## src/rtl/dbus_arb_pkg.sv

```systemverilog
// Shared types for the data-bus arbiter: FSM and owner encodings, transfer sizes,
// and the winner-select rule used at arbitration time.
package dbus_arb_pkg;

  typedef enum logic {
    IDLE = 1'b0,
    XFER = 1'b1
  } state_e;

  typedef enum logic {
    M0 = 1'b0,
    M1 = 1'b1
  } owner_e;

  typedef enum logic [1:0] {
    SIZE_BYTE = 2'd0,
    SIZE_HALF = 2'd1,
    SIZE_WORD = 2'd2
  } size_e;

  // The debug master wins by default; the core wins when alone or once the debug
  // master has used up its run of consecutive grants while the core was waiting.
  function automatic owner_e select_winner(input logic m0_req,
                                           input logic m1_req,
                                           input logic streak_full);
    if (m1_req && !(m0_req && streak_full)) return M1;
    return M0;
  endfunction

endpackage

```

## src/rtl/dbus_arbiter.sv

```systemverilog
// Two-master data-bus arbiter: one-cycle arbitration in IDLE, a single owned
// transfer in XFER that ends on the slave's ack or on a bounded timeout.
module dbus_arbiter
  import dbus_arb_pkg::*;
#(
  parameter int MAX_CONSEC = 4,
  parameter int TIMEOUT    = 255
) (
  input  logic        clk,
  input  logic        rst_n,

  input  logic        m0_req,
  input  logic        m0_we,
  input  logic [31:0] m0_addr,
  input  logic [31:0] m0_wdata,
  input  logic [1:0]  m0_size,
  output logic        m0_ack,
  output logic        m0_err,
  output logic [31:0] m0_rdata,
  output logic        m0_gnt,

  input  logic        m1_req,
  input  logic        m1_we,
  input  logic [31:0] m1_addr,
  input  logic [31:0] m1_wdata,
  input  logic [1:0]  m1_size,
  output logic        m1_ack,
  output logic        m1_err,
  output logic [31:0] m1_rdata,
  output logic        m1_gnt,

  output logic        s_req,
  output logic        s_we,
  output logic [31:0] s_addr,
  output logic [31:0] s_wdata,
  output logic [1:0]  s_size,
  input  logic        s_ack,
  input  logic        s_err,
  input  logic [31:0] s_rdata
);

  localparam int CW = (MAX_CONSEC < 1) ? 1 : $clog2(MAX_CONSEC + 1);
  localparam int TW = (TIMEOUT < 2) ? 1 : $clog2(TIMEOUT);
  localparam logic [CW-1:0] CONSEC_MAX = CW'(MAX_CONSEC);
  localparam logic [TW-1:0] TMO_LAST   = TW'(TIMEOUT - 1);

  state_e        state_q, state_d;
  owner_e        owner_q, owner_d;
  logic [CW-1:0] consec_q, consec_d;
  logic [TW-1:0] tmo_q, tmo_d;

  logic          in_xfer;
  logic          own_m1;
  logic          done;
  logic          ack_err;
  logic [31:0]   ack_rdata;
  owner_e        winner;

  assign in_xfer   = (state_q == XFER);
  assign own_m1    = (owner_q == M1);
  // A slave ack in the last timeout cycle still completes normally.
  assign done      = in_xfer && (s_ack || (tmo_q == TMO_LAST));
  assign ack_err   = s_ack ? s_err : 1'b1;
  assign ack_rdata = s_ack ? s_rdata : 32'h0;
  assign winner    = select_winner(m0_req, m1_req, consec_q == CONSEC_MAX);

  always_comb begin
    state_d  = state_q;
    owner_d  = owner_q;
    consec_d = consec_q;
    tmo_d    = tmo_q;
    case (state_q)
      IDLE: begin
        if (m0_req || m1_req) begin
          state_d = XFER;
          owner_d = winner;
          tmo_d   = '0;
          if (winner == M0) begin
            consec_d = '0;
          end else if (m0_req && (consec_q != CONSEC_MAX)) begin
            consec_d = consec_q + 1'b1;
          end
        end
      end
      XFER: begin
        if (done) state_d = IDLE;
        else      tmo_d   = tmo_q + 1'b1;
      end
      default: state_d = IDLE;
    endcase
  end

  always_ff @(posedge clk or negedge rst_n) begin
    if (!rst_n) begin
      state_q  <= IDLE;
      owner_q  <= M0;
      consec_q <= '0;
      tmo_q    <= '0;
    end else begin
      state_q  <= state_d;
      owner_q  <= owner_d;
      consec_q <= consec_d;
      tmo_q    <= tmo_d;
    end
  end

  // Everything downstream and every response is gated by XFER, so reset and IDLE
  // force all outputs low without further logic.
  always_comb begin
    s_req    = in_xfer;
    s_we     = 1'b0;
    s_addr   = 32'h0;
    s_wdata  = 32'h0;
    s_size   = 2'b00;
    m0_gnt   = 1'b0;
    m0_ack   = 1'b0;
    m0_err   = 1'b0;
    m0_rdata = 32'h0;
    m1_gnt   = 1'b0;
    m1_ack   = 1'b0;
    m1_err   = 1'b0;
    m1_rdata = 32'h0;
    if (in_xfer) begin
      if (own_m1) begin
        s_we     = m1_we;
        s_addr   = m1_addr;
        s_wdata  = m1_wdata;
        s_size   = m1_size;
        m1_gnt   = 1'b1;
        m1_ack   = done;
        m1_err   = done && ack_err;
        m1_rdata = done ? ack_rdata : 32'h0;
      end else begin
        s_we     = m0_we;
        s_addr   = m0_addr;
        s_wdata  = m0_wdata;
        s_size   = m0_size;
        m0_gnt   = 1'b1;
        m0_ack   = done;
        m0_err   = done && ack_err;
        m0_rdata = done ? ack_rdata : 32'h0;
      end
    end
  end

endmodule

```

## config.mk

```make
export PLATFORM = sky130hd
export DESIGN_NAME = dbus_arbiter
export DESIGN_NICKNAME = d
export VERILOG_FILES = /design/src/rtl/dbus_arb_pkg.sv /design/src/rtl/dbus_arbiter.sv
export SDC_FILE = /design/constraint.sdc
export NUM_CORES = 1
export LEC_CHECK = 0
export CORE_AREA = 2 2 120 122
export CTS_BUF_LIST = sky130_fd_sc_hd__clkbuf_4
export CTS_CLUSTER_DIAMETER = 100
export DETAILED_ROUTE_END_ITERATION = 12
export DIE_AREA = 0 0 122 124
export PLACE_DENSITY = 0.67
export SLEW_MARGIN = 20
export SYNTH_ARGS = -nofsm -noshare
export SYNTH_HDL_FRONTEND = slang
export SYNTH_SLANG_ARGS = --single-unit
```

## constraint.sdc

```tcl
create_clock -name clk -period 2.5 [get_ports clk]
set_input_delay 0.625 -clock clk [delete_from_list [all_inputs] [get_ports clk]]
set_output_delay 0.625 -clock clk [all_outputs]
set_load 0.02 [all_outputs]
```

# Word-level counts from Yosys, hierarchy flattened
# Index checks and enable logic that the tools add are counted.
# word_totals
elab_cells,62
regBits,13
# classes
n_eq_ne,6
n_addsub,2
n_bitwise,1
muxes,38
reduce_logical,11
# op_table
cell,count
32-bit two-way mux,10
1-bit two-way mux,20
8-bit two-way mux,2
8-bit case mux with 2 select lines,1
8-bit by 1-bit adder with 8-bit output (second input constant),1
8-bit == test (second input constant),1
3-bit two-way mux,2
1-bit logical AND,5
2-bit two-way mux,2
2-bit inequality test (second input constant),2
2-bit AND reduction,2
3-bit by 1-bit adder with 3-bit output (second input constant),1
3-bit == test (second input constant),1
3-bit inequality test (second input constant),1
3-bit AND reduction,1
1-bit logical OR,2
2-bit by 1-bit inequality test with 1-bit output (second input constant),1
1-bit case mux with 2 select lines,1
1-bit logical NOT,1
1-bit NOT,1

# Longest topological paths before layout
# Gate-level depths: netlist (run 1).
# logic_depth
word_depth,8
ltp_mapped,6
depth_no_buf,6

# Worst setup path before layout (run 1)
# Ideal clock, no wire load.
# synth_timing
path_kind,in2out
startpoint,in s_ack
endpoint,out m1_rdata[10]
n_path_buf,2
cell_stages,4
path_slack_ns,0.293
t_arrival_ns,1.582
cell_sequence,clkbuf_1 clkbuf_1 nand2_1 nor2_1
# synth_via
elab_chain_cells,5
elab_cells_between_ends,6
# synth_rtl
element,line,text
"start, declared",dbus_arbiter.sv:37,"input logic s_ack,"
1-bit logical OR,dbus_arbiter.sv:62,assign done = in_xfer && (s_ack || (tmo_q == TMO_LAST));
1-bit logical AND,dbus_arbiter.sv:62,
32-bit two-way mux *,dbus_arbiter.sv:132,m1_rdata = done ? ack_rdata : 32'h0;
32-bit two-way mux *,dbus_arbiter.sv:124,if (own_m1) begin
32-bit two-way mux *,dbus_arbiter.sv:123,if (in_xfer) begin
"end, declared",dbus_arbiter.sv:29,"output logic [31:0] m1_rdata,"
# Every way passes the cells marked *; elsewhere a longest branch is shown, timed or not.

# Final worst setup path (run 1)
# layout_timing
startpoint,reg owner_q (netlist: own_m1)
endpoint,out m0_rdata[4]
# layout_via
elab_chain_cells,2
# layout_rtl
element,line,text
"start, declared",dbus_arbiter.sv:48,"owner_e owner_q, owner_d;"
"start signal, assigned",dbus_arbiter.sv:101,owner_q <= owner_d;
32-bit two-way mux,dbus_arbiter.sv:124,
32-bit two-way mux,dbus_arbiter.sv:123,
"end, declared",dbus_arbiter.sv:19,"output logic [31:0] m0_rdata,"
# Every way passes these cells.

==> results.md, run 1 <==
- Post-route setup TNS: 0 ns
- Antenna violations before repair: 0
- Leak Pwr: 2.90 nW
- Syn Nets: 518
- Clk_lat worst skew: 0.29 ns
- Routability Congestion: 0.861
- Max Slew Vio Count: 0
- Remaining antenna violation count: 0
- Final HPWL from detailed placement: 10.8 mm
- DRT iter0 DRCs: approximately 110
- Final Hold Fails: 0
- Tot GR Track Use: 0.155
- MaxCap Viol Count: 0
- CTS Root Cell: clkbuf_4
- Synthesis Warnings: 0
- Die Area: 15100 µm²
- Min-Delay Path Class: reg -> reg
- Crit Path Max Fanout: 35
- Syn Inst Count: 342
- CP Data Arrival Time: 1.80 ns
- Actual slew at the worst max-slew pin: 0.600 ns
- Final setup viols: 0
- Vias in the first global route: between 3k and 4k
- Synth Register Bits: 13
- DP Area: 5530 µm²
- Fin crit share: 0.968
- Mean Syn Cell Area: 6.31 µm²
- Largest net degree at the start of global routing: 57
- PortBufs: 309
- CTS H-tree depth: 1
- # rows: 43
- Slew headroom: 0.599
- Detailed-route vias per instance: roughly 4.3
- Via count: roughly 3.5k
- Area grow syn2layout: 152%
- Crit path launch: own_m1$_DFFE_PN0P_
- Register area share after synthesis: 0.151
- Layout cells sized above 1: 0.0559
- Fmax: 413 MHz
- Post-route cell area: between 5000 and 6000 µm²
- Initial core utilization: 0.157
- Final wirelength: between 10 and 15 mm
- Clock Tree Buf Depth: 2
- Reg2Reg Launch Point: tmo_q[1]$_DFFE_PN0P_
- Die H: 124 µm
- HP Start: tmo_q[7]$_DFFE_PN0P_
- Crit end category: output pin
- Number of distinct library cells after synthesis: 31
- Pwr per Cell Area: 591 nW/µm²
- GRT overflow: 0
- Die width: between 100 and 150 µm
- Clock-pin slew on the worst setup and hold paths: approximately 0.09 ns
- Outcome: complete, no violations
- DRT Pass-1 Iters: 4
- Critical path launch point type: flip-flop
- CTS tree: yes
- Num Clock Sinks: 13
- DRC: 0
- Min Tclk post-route: about 2.4 ns
- CTS Buf Count: 3
- Peak supply drop: 237 µV
- CORE AREA: 13700 µm²
- ANT cells: 0
- IO Pins: 310
- Worst path required time: 1.88 ns
- Post-layout nets: 821
- Setup Skew: 0.0108 ns
- First-pass GRT wire length: roughly 19 mm
- Post-Syn Area: 2160 µm²
- WS Path Type: reg -> out
- Fillcell total: 1465
- WL/cell: 15.9 µm
cells in the mapped netlist:
cell      instances  share of area
a31oi_1           4          0.012
o21ai_2           1         0.0041
nand2b_1          2         0.0058
nor2_1          136           0.24
nor3_1            3         0.0070
mux2i_1          68           0.32
ha_1              4          0.023
and3_2            1         0.0035
clkbuf_1         11          0.019
a21oi_1           3         0.0070
buf_1             6          0.010
or3_1             2         0.0058
nand3_1           3         0.0070
o221ai_1          2         0.0081
nor3b_1           2         0.0070
a211oi_2          1         0.0058
nand4_1           1         0.0029
a41oi_1           1         0.0041
dfrtp_1          13           0.15
inv_2             1         0.0017
inv_1            10          0.017
a211o_4           1         0.0081
buf_2            10          0.023
o21ai_0           5          0.012
o22ai_1           2         0.0058
and2b_1           1         0.0035
and3_1            1         0.0029
and3_4            1         0.0052
nand2_1          43          0.075
and4_4            1         0.0052
nor2b_1           2         0.0058
registers in the layout, summed over array words and instances (netlist names):
register	flops
tmo_q	8
consec_q	3
own_m1	1
s_req	1
critical path, cell delays in order, from the launching register on:
cell and delay, ns:
dfrtp_4 0.57, nand2b_1 0.21, buf_12 0.18, nor2_1 0.18, dlygate4sd2_1 0.37
report_power, final:
group	internal, mW	switching [mW]
clock	0.0595	0.0760
combinational	1.20	1.53
sequential	0.271	0.0732
total	1.53	1.68
path summary, 6_finish.rpt:
check,to,depth (start not counted),slack [ns]
worst max-delay path,m0_rdata[4],4,0.08
worst min-delay path,tmo_q[7]$_DFFE_PN0P_,1,0.52
worst max register to register,tmo_q[5]$_DFFE_PN0P_,5,0.81
worst min register to register,tmo_q[7]$_DFFE_PN0P_,1,0.52
max in group asynchronous,own_m1$_DFFE_PN0P_,1,1.34
min in group asynchronous,tmo_q[7]$_DFFE_PN0P_,1,0.70
placed cells by master (no fill, tap or decap), types with 3 or more instances in the layout:
cell type        netlist  routed
clkdlybuf4s50_1        0     172
nor2_1               136     136
dlygate4sd2_1          0     131
mux2i_1               68      68
nand2_1               43      43
buf_4                  0      13
dfrtp_1               13      11
inv_1                 10      10
o21ai_0                5       5
a31oi_1                4       4
ha_1                   4       4
buf_12                 0       4
nor3_1                 3       3
nand3_1                3       3
clkbuf_4               0       3
layer usage:
metal  wire length, µm  up-vias  GRT usage
met3              1400       13     0.0394
met2              6460      203      0.287
met5                 0        -          0
met4               166        0     0.0330
met1              5050     1575      0.180
li1                  -     1722          -
timing repair:
item                       4_1_cts  5_1_grt
resized for setup              136        8
cloned                           1        0
setup buffers                    0        0
setup endpoints to repair      132        8
pin swaps                        0        0
hold buffers                     0        0
layout make-up:
class                   count  area, µm²  share of cell area
multi-input cells         291       1680               0.310
repair buffers            325       3120               0.575
clock inverters             1       5.00            0.000922
flip-flops and latches     13        330              0.0608
clock buffers               3       22.5             0.00415
well taps                 180        225              0.0415
inverters                  11       41.3             0.00761
stage by stage:
| stage | worst slack, ns | utilization | total power, mW | hold WS (ns) | cells |
|---|---|---|---|---|---|
| 5_1_grt | -0.00440 | 0.396 | 3.43 | 0.561 | 824 |
| 3_3_place_gp | -0.399 | 0.403 | 3.29 | 0.468 | 819 |
| 3_5_place_dp | -0.462 | 0.403 | 3.33 | 0.485 | 819 |
| 2_1_floorplan | 0.293 | - | 1.88 | 0.329 | 342 |
| 4_1_cts | 0.0171 | 0.396 | 3.26 | 0.499 | 824 |
| 6_report | 0.0790 | 0.396 | 3.21 | 0.515 | 824 |
logic make-up after synthesis:
kind of cell	after synthesis	synth area share
and+or+nand+nor	199	0.373
muxes	68	0.315
buffers and inverters	38	0.0719
AOI/OAI and AO/OA	20	0.0661
DFF	13	0.151
adders and majority gates	4	0.0232
(Power assumes the default switching activity.)
==> run 2, diff against run 1 <==
--- a/config.mk
+++ b/config.mk
@@ -6,10 +6,11 @@
 export NUM_CORES = 1
 export LEC_CHECK = 0
 export CORE_AREA = 2 2 120 122
-export CTS_BUF_LIST = sky130_fd_sc_hd__clkbuf_4
+export CTS_BUF_LIST = sky130_fd_sc_hd__clkbuf_8
 export CTS_CLUSTER_DIAMETER = 100
 export DETAILED_ROUTE_END_ITERATION = 12
 export DIE_AREA = 0 0 122 124
+export GPL_TIMING_DRIVEN = 0
 export PLACE_DENSITY = 0.67
 export SLEW_MARGIN = 20
 export SYNTH_ARGS = -nofsm -noshare
==> run 2 against run 1 <==
Net effect:
- the flow now finishes with violations (setup timing)
- global-route usage grew 0.46 points
- core utilization grew 0.52 points
- via count shrank 1.7%
- sequential share of layout area shrank 0.17 points
- cell count grew 1.1%
- worst hold slack lost 0.013 ns
- largest cell class unchanged
- largest power group unchanged
- highest routed layer unchanged
==> results.md, run 2 (synthesis results as in run 1) <==
- Min Tclk post-route: 2.54 ns (+0.122 ns)
- IO Pins: 310 (unchanged)
- Failing checks: setup timing
- Clock Tree Buf Depth: 2 (unchanged)
- Crit Reg-Reg Endpoint: tmo_q[5]$_DFFE_PN0P_
- ANT cells: 0 (unchanged)
- Commonest non-fill, non-tap cells in the layout: 175 x clkdlybuf4s50_1, 136 x nor2_1, 68 x mux2i_1
- Storage element area: 325 µm² (-1.5%)
- Largest net degree at the start of global routing: 14 (-75%)
- CP Data Arrival Time: 1.92 ns (+0.12 ns)
- Detailed-route vias per instance: 4.15 (-2.7%)
- WL/cell: 16.3 µm (+2.9%)
- DRT Pass-1 Iters: 4 (unchanged)
- Largest reg by FF count: tmo_q
- Max Slew Vio Count: 0 (unchanged)
- Die Area: 15100 µm² (unchanged)
- Reg2Reg Launch Point: tmo_q[0]$_DFFE_PN0P_
- CTS Root Cell: clkbuf_8
- Post-layout nets: 830 (+1.1%)
- Outcome: complete, but fails checks
- Unrepaired setup endpoints after global routing: true
- Hold buffers post-CTS: 0 (unchanged)
- DRT iter0 DRCs: 148 (+36%)
- Initial core utilization: 0.157 (unchanged)
- Hold EP: tmo_q[6]$_DFFE_PN0P_
- Worst path required time: 1.88 ns (about the same)
- Final HPWL from detailed placement: 11.4 mm (+5.7%)
- Largest regs: tmo_q (8), consec_q (3)
- Worst slack at placement: -0.504 ns (-0.0425 ns)
- Num Clock Sinks: 13 (unchanged)
- Leak Pwr: 3.28 nW (+13%)
- Clock-pin slew on the worst setup and hold paths: 0.06 ns (-0.03 ns)
- Via count: 3454 (-1.7%)
- Final Hold Fails: 0 (unchanged)
- R2R Setup Slk: 0.81 ns (about the same)
- GRT overflow: 0 (unchanged)
- WS Path Type: in -> out
- Slew headroom: 0.601 (+0.00225)
- Clk_lat worst skew: 0.24 ns (-0.05 ns)
- Crit path launch: m0_wdata[14]
- Die H: 124 µm (unchanged)
- Tot GR Track Use: 0.160 (+0.00461)
- Area grow syn2layout: 155%
- Fin crit share: 1.02 (+0.0487)
- Setup Skew: 0.00179 ns (-0.00905 ns)
- CTS Buf Count: 3 (unchanged)
- Fillcell total: 1446 (-1.3%)
- Pwr per Cell Area: 605 nW/µm² (+2.4%)
- Final wirelength: 13.6 mm (+4.0%)
- CTS resizes: 121 (-11%)
- # rows: 43 (unchanged)
- Critical path launch point type: primary input
- First-pass GRT wire length: 18.6 mm (+0.49%)
- Commonest non-fill, non-tap cell in the layout: clkdlybuf4s50_1
- Crit end category: output pin
- Actual slew at the worst max-slew pin: 0.597 ns (-0.00336 ns)
- Final setup viols: 3 (+3)
- Multi-input gate area: 1690 µm² (+0.74%)
- Vias in the first global route: 3430 (-2.5%)
- Cells on Worst Hold Path: 1 (unchanged)
- PortBufs: 308 (-0.32%)
- Min-Delay Path Class: reg -> reg
- Setup ws final: -0.0426 ns (-0.122 ns)
- Routability Congestion: 0.780 (-9.4%)
- Peak supply drop: 253 µV (+6.7%)
- Number of flip-flops in the largest register: 8 (unchanged)
- Worst r2r path cells: 6 (+1)
- CORE AREA: 13700 µm² (unchanged)
- CTS tree: yes
- Antenna violations before repair: 0 (unchanged)
- Remaining antenna violation count: 0 (unchanged)
- DRC: 0 (unchanged)
- Layout cells sized above 1: 0.0934 (+0.0375)
- Die width: 122 µm (unchanged)
- Crit Path Max Fanout: 1 (-97%)
- HP Start: tmo_q[6]$_DFFE_PN0P_
- CTS H-tree depth: 1 (unchanged)
- Post-CTS setup buffer count: 0 (unchanged)
- Fmax: 393 MHz (-4.8%)
- Total power: 3.33 mW (+3.7%)
- MaxCap Viol Count: 0 (unchanged)
run 2: changes by cell type in the layout (fill, tap and decap cells not counted), moves of 3 or more:
cell / change
dlymetal6s2s_1: +42
dlygate4sd2_1: -66
buf_12: -4
clkbuf_2: +27
clkdlybuf4s50_1: +3
buf_2: +9
buf_4: -8
clkdlybuf4s15_1: +4
clkbuf_8: +3
run 2: worst max path at each step:
stage / to / depth (start not counted) / slack, ns
floorplan: m1_rdata[10] / 4 / 0.29
global placement: m1_rdata[3] / 5 / -0.53
detailed placement: m1_rdata[3] / 5 / -0.50
CTS: s_wdata[27] / 5 / -0.17
global route: s_wdata[12] / 5 / -0.11
finish: s_wdata[14] / 4 / -0.04
run 2: power by group:
group / switching [mW] / leakage, nW / internal, mW
clock network: 0.0760 / 0.0269 / 0.108
registers: 0.0479 / 0.171 / 0.266
logic: 1.58 / 3.08 / 1.25
run 2: routing by layer:
metal  global-route usage  routed length (µm)  up-vias
met5                    0                   0        -
met1                0.186                5330     1528
met3               0.0412                1350        2
li1                     -                   -     1738
met4               0.0266                  57        0
met2                0.298                6870      186
run 2: final cells by class:
type / instances / share of cell area
timing repair buffer: 308 / 0.546
multi-input combinational: 291 / 0.308
sequential: 13 / 0.0591
tap: 180 / 0.0409
buffer: 26 / 0.0298
inverter: 11 / 0.00796
clock buffer: 3 / 0.00751
clock inverter: 1 / 0.000682
run 2: stage by stage:
stage                     hold WS, ns  utilization  setup TNS (ns)  cell area, µm²  cells
after global placement          0.478        0.398          -31.89            5470    830
after CTS                       0.497        0.397           -4.10            5450    833
final                           0.502        0.401         -0.0845            5500    833
after detailed placement        0.490        0.398          -31.98            5470    830
after global routing            0.517        0.401          -0.852            5500    833
after floorplan                 0.329            -               0            2160    342
run 2: critical path: stages:
cell and delay (ns):
clkdlybuf4s50_1 0.48, mux2i_1 0.09, nor2_1 0.11, clkdlybuf4s50_1 0.61
==> run 3, diff against run 2 <==
--- a/config.mk
+++ b/config.mk
@@ -5,6 +5,7 @@
 export SDC_FILE = /design/constraint.sdc
 export NUM_CORES = 1
 export LEC_CHECK = 0
+export ABC_CLOCK_PERIOD_IN_PS = 2500
 export CORE_AREA = 2 2 120 122
 export CTS_BUF_LIST = sky130_fd_sc_hd__clkbuf_8
 export CTS_CLUSTER_DIAMETER = 100
==> results of run 3 <==
No change in the layout: final DEF, timing and power equal those of run 2.
==> RTL edit, RTL diff (settings of run 3) <==
Change the parameter `TIMEOUT` from 255 to 510.
--- a/src/rtl/dbus_arbiter.sv
+++ b/src/rtl/dbus_arbiter.sv
@@ -5,5 +5,5 @@
 #(
   parameter int MAX_CONSEC = 4,
-  parameter int TIMEOUT    = 255
+  parameter int TIMEOUT    = 510
 ) (
   input  logic        clk,
Function: no difference found for any inputs over 10 cycles, from zero or initial values and one cycle with rst_n low; that may be too few to reach the edited logic, so the function may still have changed.
==> RTL edit against run 3 <==
  * Final cell count rose by 1.2%
  * Register-to-register slack got worse by 0.11 ns
  * Die area did not move
  * Sequential cell count rose by 1
  * Critical path depth rose by 1
  * Worst hold slack improved by 0.036 ns
  * Routed wire length rose by 4.0%
  * Design area rose by 5.1%
  * Total power rose by 14%
  * Setup slack improved by 0.11 ns
  * Clock power rose by 21%
  * Synthesized area rose by 11%
  * Critical path type is now flop to primary output
  * Largest power group unchanged
==> RTL edit: results (changes against run 3) <==
[metrics] setup slack on the worst flop-to-flop path: 0.70 ns (was 0.81 ns)
[metrics] remaining max-slew budget at the tightest pin: 0.5723 (was 0.6009)
[metrics] vias in the first global route: 3625 (was 3430)
[metrics] biggest regs: tmo_q (9), consec_q (3) (was tmo_q (8), consec_q (3))
[metrics] Cells after Synth: 347 (was 342)
[metrics] multiplexer fraction of the synthesized cell area: 0.2889 (was 0.3154)
[metrics] total track usage: 0.1672 (was 0.1598)
[metrics] fraction of layout cells with a size suffix above 1: 0.1282 (was 0.09342)
[metrics] global-route wire length before repair: 19600 um (was 18630 um)
[metrics] filler instances: 1406 (was 1446)
[metrics] arithmetic-cell share of the synthesized area counting full adders, half adders and majority gates: 0.02090 (was 0.02319)
[metrics] final net count: 840 (was 830)
[metrics] Worst path slowest cell: dfrtp_1 (was clkdlybuf4s50_1)
[metrics] compound-gate portion of the synthesized area: 0.07367 (was 0.06609)
[metrics] leading post-synthesis cells by instance count: mux2i_1, nor2_1, nor2b_1 (was nor2_1, mux2i_1, nand2_1)
[metrics] Final HPWL DP: 11850 um (was 11440 um)
[metrics] pin count of the biggest net entering global routing: 15 (was 14)
[metrics] wire length per cell: 16.78 um (was 16.33 um)
[metrics] pre-CTS setup slack: -0.6126 ns (was -0.5041 ns)
[metrics] origin of the worst setup path: own_m1 (was m0_wdata[14])
[metrics] part of the Yosys area used for sequential elements: 0.1463 (was 0.1507)
[metrics] initial detailed-routing violation count: 135 (was 148)
[metrics] number of unique standard cell types used by synthesis: 36 (was 31)
[metrics] ranking of synthesized cells by area: mux2i_1, nor2b_1, dfrtp_1 (was mux2i_1, nor2_1, dfrtp_1)
[metrics] number of cell instances on the worst register-to-register path: 8 (was 6)
[metrics] outcome: finished, final reports clean (was finished with violations)
[metrics] wirelength, routed: 14150 um (was 13610 um)
==> RTL edit: cell types whose count changed in the layout (fill, tap and decap cells not counted), sizes merged, moves of 4 or more <==
cell,run 3,this run
clkbuf,33,25
clkdlybuf4s15,5,38
dlygate4sd2,65,87
dlymetal6s2s,42,1
inv,12,8
nor2,136,68
nor2b,2,68
==> RTL edit: repair_timing <==
item                       in CTS  in global routing
pin swaps                       0                  1
setup buffers                   0                  5
setup endpoints to repair     137                 33
resized for setup             240                 28
==> RTL edit: area by class of cell <==
cell class	instances	area, um2	area share
timing repair buffer	313	2999	0.5189
clock buffer	4	55.05	0.009526
multi-input combinational	298	1922	0.3325
inverter	8	30.03	0.005196
sequential	14	351.6	0.06084
buffer	26	196.4	0.03399
tap	180	225.2	0.03897
==> RTL edit: where the power goes <==
group	switching [mW]	internal (mW)
combinational	1.77	1.44
clock	0.0827	0.140
sequential	0.0659	0.292
total	1.92	1.88
==> RTL edit: critical path: cells and delay by family (launching register included) <==
| kind | cells | cell delay, ns |
|---|---|---|
| simple gates | 2 | 0.45 |
| buf+inv | 3 | 0.74 |
| flops | 1 | 0.36 |
==> RTL edit: how the worst min path moves through the flow <==
stage	from	end	slack (ns)	cells after the start
floorplan	rst_n	consec_q[0]	0.33	0
global placement	consec_q[1]	consec_q[1]	0.50	2
detailed placement	consec_q[0]	consec_q[0]	0.53	1
CTS	consec_q[0]	consec_q[0]	0.54	1
global route	tmo_q[7]	tmo_q[7]	0.59	1
finish	consec_q[0]	consec_q[0]	0.54	1
==> RTL edit: metal layers <==
layer,vias to the layer above,GRT usage,part of all wire
met5,-,0,0
met1,1632,0.1938,0.38
li1,1779,-,-
met2,185,0.3087,0.50
met4,0,0.03305,0.017
met3,17,0.04533,0.10
==> RTL edit: kinds of logic after synthesis <==
logic type | Yosys count
and+or+nand+nor | 200
muxes | 69
adders and majority gates | 4
buffers and inverters | 35
DFF | 14
AOI/OAI and AO/OA | 25
==> RTL edit: metrics by stage <==
step	power [mW]	hold slack (ns)	setup TNS, ns	utilization	instance area [um2]
4_1_cts	3.804	0.5430	0	0.4196	5757
5_1_grt	4.036	0.5880	0	0.4212	5779
3_3_place_gp	3.706	0.5015	-46.87	0.4157	5703
6_report	3.791	0.5376	0	0.4212	5779
2_1_floorplan	2.171	0.3294	0	-	2395
3_5_place_dp	3.749	0.5306	-48.90	0.4157	5703
